**src/rtl/pll_ctrl_pkg.sv**
```systemverilog
// Shared definitions for the PLL bring-up sequencer and its status register.
package pll_ctrl_pkg;

  // Sequencer state encoding; the status register reports these values.
  typedef enum logic [1:0] {
    ST_PLL_RST   = 2'd0,
    ST_WAIT_LOCK = 2'd1,
    ST_STABLE    = 2'd2,
    ST_RUN       = 2'd3
  } seq_state_t;

  // Default timing at the 25 MHz board clock.
  localparam int unsigned DEF_PLL_RST_CYCLES = 16;
  localparam int unsigned DEF_LOCK_TIMEOUT   = 65536;   // 2.6 ms
  localparam int unsigned DEF_STABLE_CYCLES  = 1024;
  localparam int unsigned DEF_CNT_WIDTH      = 17;
  localparam int unsigned DEF_RETRY_WIDTH    = 8;

endpackage

```
**src/rtl/sync_2ff.sv**
```systemverilog
// Single-bit two-flop synchroniser with synchronous active-high reset.
module sync_2ff (
  input  logic clock_in,
  input  logic reset,
  input  logic d,
  output logic q
);

  logic meta;

  // Two back-to-back flops; the first may go metastable, the second settles it.
  always_ff @(posedge clock_in) begin
    if (reset) begin
      meta <= 1'b0;
      q    <= 1'b0;
    end else begin
      meta <= d;
      q    <= meta;
    end
  end

endmodule

```
**src/rtl/pll_reset_sequencer.sv**
```systemverilog
// PLL bring-up sequencer: pulses PLL RST, qualifies LOCK and holds the
// PLL-clocked domain in reset until lock has been stable long enough.
// Runs on the free-running board clock, never on the PLL output.
//
// state      | meaning
// -----------+-------------------------------------------------------------
// PLL_RST    | pll_rst asserted for PLL_RST_CYCLES cycles
// WAIT_LOCK  | PLL released, waiting up to LOCK_TIMEOUT cycles for lock_s
// STABLE     | lock_s must stay high for STABLE_CYCLES cycles
// RUN        | downstream domain out of reset, ready high
module pll_reset_sequencer
  import pll_ctrl_pkg::*;
#(
  parameter int unsigned PLL_RST_CYCLES = DEF_PLL_RST_CYCLES,
  parameter int unsigned LOCK_TIMEOUT   = DEF_LOCK_TIMEOUT,
  parameter int unsigned STABLE_CYCLES  = DEF_STABLE_CYCLES,
  parameter int unsigned CNT_WIDTH      = DEF_CNT_WIDTH,
  parameter int unsigned RETRY_WIDTH    = DEF_RETRY_WIDTH
) (
  input  logic                   clock_in,
  input  logic                   reset,
  input  logic                   locked,
  input  logic                   relock_req,
  output logic                   pll_rst,
  output logic                   domain_reset,
  output logic                   ready,
  output logic [1:0]             state,
  output logic [RETRY_WIDTH-1:0] retry_count,
  output logic [RETRY_WIDTH-1:0] loss_count
);

  localparam longint unsigned CNT_LIMIT = 64'd1 << CNT_WIDTH;

  // Every load value must fit the shared counter; reject bad builds early.
  if (PLL_RST_CYCLES < 1 || LOCK_TIMEOUT < 1 || STABLE_CYCLES < 1 ||
      longint'(PLL_RST_CYCLES) >= CNT_LIMIT ||
      longint'(LOCK_TIMEOUT)   >= CNT_LIMIT ||
      longint'(STABLE_CYCLES)  >= CNT_LIMIT) begin : g_bad_params
    $error("pll_reset_sequencer: timing parameters must be >= 1 and fit CNT_WIDTH");
  end

  localparam logic [CNT_WIDTH-1:0]   PLL_RST_LOAD = CNT_WIDTH'(PLL_RST_CYCLES - 1);
  localparam logic [CNT_WIDTH-1:0]   TIMEOUT_LOAD = CNT_WIDTH'(LOCK_TIMEOUT - 1);
  localparam logic [CNT_WIDTH-1:0]   STABLE_LOAD  = CNT_WIDTH'(STABLE_CYCLES - 1);
  localparam logic [CNT_WIDTH-1:0]   CNT_ONE      = CNT_WIDTH'(1);
  localparam logic [RETRY_WIDTH-1:0] COUNT_ONE    = RETRY_WIDTH'(1);
  localparam logic [RETRY_WIDTH-1:0] COUNT_MAX    = '1;

  seq_state_t           state_q, state_d;
  logic [CNT_WIDTH-1:0] cnt_q, cnt_d;
  logic                 retry_inc, loss_inc;
  logic                 pll_rst_d, domain_reset_d, ready_d;
  logic                 lock_s;

  // Raw LOCK is asynchronous; this is its only consumer.
  sync_2ff u_lock_sync (
    .clock_in (clock_in),
    .reset    (reset),
    .d        (locked),
    .q        (lock_s)
  );

  // State, shared counter and registered outputs.
  always_ff @(posedge clock_in) begin
    if (reset) begin
      state_q      <= ST_PLL_RST;
      cnt_q        <= PLL_RST_LOAD;
      pll_rst      <= 1'b1;
      domain_reset <= 1'b1;
      ready        <= 1'b0;
    end else begin
      state_q      <= state_d;
      cnt_q        <= cnt_d;
      pll_rst      <= pll_rst_d;
      domain_reset <= domain_reset_d;
      ready        <= ready_d;
    end
  end

  // Saturating event counters for timeouts and lock losses.
  always_ff @(posedge clock_in) begin
    if (reset) begin
      retry_count <= '0;
      loss_count  <= '0;
    end else begin
      if (retry_inc && retry_count != COUNT_MAX) retry_count <= retry_count + COUNT_ONE;
      if (loss_inc && loss_count != COUNT_MAX)   loss_count  <= loss_count + COUNT_ONE;
    end
  end

  // Next state: relock request beats lock loss / timeout, which beat expiry.
  always_comb begin
    state_d   = state_q;
    cnt_d     = cnt_q - CNT_ONE;
    retry_inc = 1'b0;
    loss_inc  = 1'b0;
    if (relock_req && state_q != ST_PLL_RST) begin
      state_d = ST_PLL_RST;
      cnt_d   = PLL_RST_LOAD;
    end else begin
      case (state_q)
        ST_PLL_RST: begin
          if (cnt_q == '0) begin
            state_d = ST_WAIT_LOCK;
            cnt_d   = TIMEOUT_LOAD;
          end
        end
        ST_WAIT_LOCK: begin
          if (lock_s) begin
            state_d = ST_STABLE;
            cnt_d   = STABLE_LOAD;
          end else if (cnt_q == '0) begin
            retry_inc = 1'b1;
            state_d   = ST_PLL_RST;
            cnt_d     = PLL_RST_LOAD;
          end
        end
        ST_STABLE: begin
          // A dropout here is treated as a glitch: no retry, no loss.
          if (!lock_s) begin
            state_d = ST_WAIT_LOCK;
            cnt_d   = TIMEOUT_LOAD;
          end else if (cnt_q == '0) begin
            state_d = ST_RUN;
            cnt_d   = cnt_q;
          end
        end
        ST_RUN: begin
          cnt_d = cnt_q;
          if (!lock_s) begin
            loss_inc = 1'b1;
            state_d  = ST_PLL_RST;
            cnt_d    = PLL_RST_LOAD;
          end
        end
        default: begin
          state_d = ST_PLL_RST;
          cnt_d   = PLL_RST_LOAD;
        end
      endcase
    end
  end

  // Outputs decoded from the next state so they switch with the state register.
  always_comb begin
    pll_rst_d      = (state_d == ST_PLL_RST);
    domain_reset_d = (state_d != ST_RUN);
    ready_d        = (state_d == ST_RUN);
  end

  assign state = state_q;

endmodule

```
**config.mk**
```make
export PLATFORM = sky130hd
export DESIGN_NAME = pll_reset_sequencer
export DESIGN_NICKNAME = d
export VERILOG_FILES = /design/src/rtl/pll_ctrl_pkg.sv /design/src/rtl/sync_2ff.sv /design/src/rtl/pll_reset_sequencer.sv
export SDC_FILE = /design/constraint.sdc
export NUM_CORES = 1
export LEC_CHECK = 0
export ABC_AREA = 0
export CORE_ASPECT_RATIO = 1.5
export CORE_MARGIN = 8
export CORE_UTILIZATION = 40
export DETAILED_ROUTE_END_ITERATION = 8
export GPL_TIMING_DRIVEN = 0
export PLACE_DENSITY = 0.65
export SYNTH_ARGS = -nofsm -noshare
export SYNTH_HDL_FRONTEND = slang
export SYNTH_SLANG_ARGS = --single-unit
```
**constraint.sdc**
```tcl
create_clock -name clock_in -period 2.1 [get_ports clock_in]
set_input_delay 0.42 -clock clock_in [delete_from_list [all_inputs] [get_ports clock_in]]
set_output_delay 0.42 -clock clock_in [all_outputs]
set_load 0.005 [all_outputs]
```
==> metrics.cfg <==
[status]
outcome=finished, violations left
violations=setup timing

[drt]
drc=0
ant_nets=0
drt-pass1-iter-count=5
wl_per_cell_um=16.8
wl_mm=6.65
drt_iter0_drc=185
detail_route.vias_per_cell=5.82
vias=2299

[pwr]
ir_worst_vdd_uv=525
leakagePower_nw=1.02
powerDensity_nw_per_um2=507
finalPower_w=0.00155

[cts]
root_buffer=clkbuf_8
cts_tree=built
htree_levels=2
clock_latency_ns=0.30
clock_path_buffers=2
ctsHoldBuffers=0
cts_made_buffers=5
clk_pin_slew_ns=0.08
clock_sinks=40

[sta]
clock_skew_ns=0.00650
worstMarginPinSlew_ns=0.656
slew_headroom=0.563
finalWorstSetupSlack_ns=-0.0801
slew_violations=0
fin_crit_ns=2.18
final_hold_viol_count=0
rsz0062_at_grt=yes
timing.final.crit_share=1.04
finalSetupViolations=4
max_freq_ghz=0.459

[yosys]
synth_top_area_frac=0.350
yosysWarnings=0
synth_ff_type=dfxtp_1
seq_area_frac_synth=0.350
synth_edf_count=0
yosysMostFrequentCell=dfxtp_1
synth_area_leader_cell=dfxtp_1
synthTopCellsByCount=dfxtp_1 (40), nor2_1 (35), nand2_1 (21), a21oi_1 (18), o21ai_0 (13)
synth_nets=287
yosysUniqueCellTypes=55
synth_area_per_cell_um2=8.17
ys_top_cells_by_area=dfxtp_1 (35%), nor2_1 (5.7%), xnor2_1 (4.2%), a21oi_1 (3.9%), nand2_1 (3.4%)
syn-cell-area_um2=2290
synth_cells=280
synth-seq-cells=40
ys_async_sr_fraction=0

[placement]
io_buffers=24
gp_congestion=0.955
dp_hpwl_mm=4.66

[grt]
grtUsageTotal=0.158
grt_start_max_net_pins=13
overflow=0
antenna_found_initial=0
grt_pass1_vias=2220
grt_pass1_wl_mm=10.8

[worst_setup_path]
crit_fanout=7
startpoint_type=flop
critPathRequiredTime_ns=2.30
end_kind=flop
critPathKind=flop to flop
crit_arrival_ns=2.38

[worst_hold_path]
min_path_type=flop to flop

[floorplan]
core-area_um2=5490
initial_utilization=0.416
num_rows=33
dieArea_um2=8440
die-height_um=109
fp.dieW_um=77.7
io_pins=25

[finish]
syn2layout_area_growth_pct=33.9
drive_gt1_frac=0.191
fill_cells=511
postLayoutCoreUtil=0.558
layout.nets=331
num_antenna_cells=0

[run]
cap_viol_max_count=0

[cell usage in the layout, fill, tap and decap left out, types with 3 or more instances in the layout]
cell type        netlist  layout
clkbuf_1               9       6
nand4_1                7       7
nor4b_4                0       3
nor4_4                 1       5
nor4_1                 5       4
a31oi_1                6       6
xor2_1                 4       4
nor2b_1                4       4
and2_1                 4       4
nor3_4                 0       3
dfxtp_1               40      37
a211o_1                3       3
nand2b_1               4       4
nor3_1                 8       6
inv_1                 10       8
nand3_1               10       9
xnor2_1               11      11
o211ai_1               3       3
buf_4                  0      11
and3_1                 3       3
a221o_1                3       3
nor2_1                35      34
o21ai_0               13      12
o31a_1                 3       3
o21ai_2                0       3
clkbuf_8               0       7
clkdlybuf4s50_1        0      23
mux2i_1                4       4
nand2_1               21      20
a21oi_1               18      17
[logic make-up after synthesis]
kind of cell | synth area share
adders and majority gates | 0.0164
buffers and inverters | 0.0394
AOI/OAI and AO/OA | 0.205
and+or+nand+nor | 0.314
DFF | 0.350
xor gates and xnor gates | 0.0574
muxes | 0.0175
[final cells by class]
type / instances / area (um2) / share of cell area
flip-flops and latches: 40 / 807 / 0.264
inverters: 10 / 37.5 / 0.0123
clock inverters: 1 / 30.0 / 0.00981
well taps: 70 / 87.6 / 0.0286
multi-input cells: 218 / 1560 / 0.511
repair buffers: 38 / 375 / 0.123
clock buffers: 7 / 96.3 / 0.0315
plain buffers: 11 / 63.8 / 0.0208
[layer usage]
layer,global-route usage,wire length [um],vias up
li1,-,-,1129
met1,0.167,2690,1074
met2,0.294,3470,79
met3,0.0280,275,17
met4,0.0813,210,0
met5,0,0,-
[final timing paths]
check	from	to	cells past startpoint	slack [ns]
min reg2reg	u_lock_sync.meta$_SDFF_PP0_	u_lock_sync.q$_SDFF_PP0_	1	0.44
max reg2reg	cnt_q[1]$_SDFFE_PP1P_	cnt_q[2]$_SDFFE_PP1P_	6	-0.08
min	u_lock_sync.meta$_SDFF_PP0_	u_lock_sync.q$_SDFF_PP0_	1	0.44
max	cnt_q[1]$_SDFFE_PP1P_	cnt_q[2]$_SDFFE_PP1P_	6	-0.08
[worst max-delay path: stages (launching register included)]
cell	delay, ns
dfxtp_2	0.33
inv_2	0.07
ha_4	0.13
or4b_4	0.48
or2_4	0.30
o31a_1	0.41
a221o_1	0.35
[report_power, final]
part | switching, W | internal, W
registers | 0.00000770 | 0.000765
logic | 0.0000402 | 0.0000326
clock network | 0.000289 | 0.000420
total | 0.000336 | 0.00122
[repair_timing]
| action | in CTS | in global routing |
|---|---|---|
| setup buffers | 7 | 6 |
| gates resized for setup | 28 | 19 |
| setup endpoints to repair | 26 | 30 |
| cloned | 1 | 0 |
| pin swaps | 5 | 12 |
[metrics by stage]
stage	TNS, ns	instances	hold WS, ns	area (um2)	setup WS, ns
2_1_floorplan	0	280	0.414	2300	0.0127
3_3_place_gp	-7.23	374	0.415	2620	-0.571
3_5_place_dp	-7.58	374	0.426	2620	-0.584
4_1_cts	-0.185	390	0.445	2960	-0.0566
5_1_grt	-0.666	395	0.467	3060	-0.132
6_report	-0.193	395	0.443	3060	-0.0801
[state kept, by name (all words and copies together) (netlist names)]
register,cells
cnt_q,17
loss_count,8
retry_count,8
state,2
domain_reset,1
pll_rst,1
ready,1
u_lock_sync.meta,1
u_lock_sync.q,1
Power figures use the tool's default switching activity.
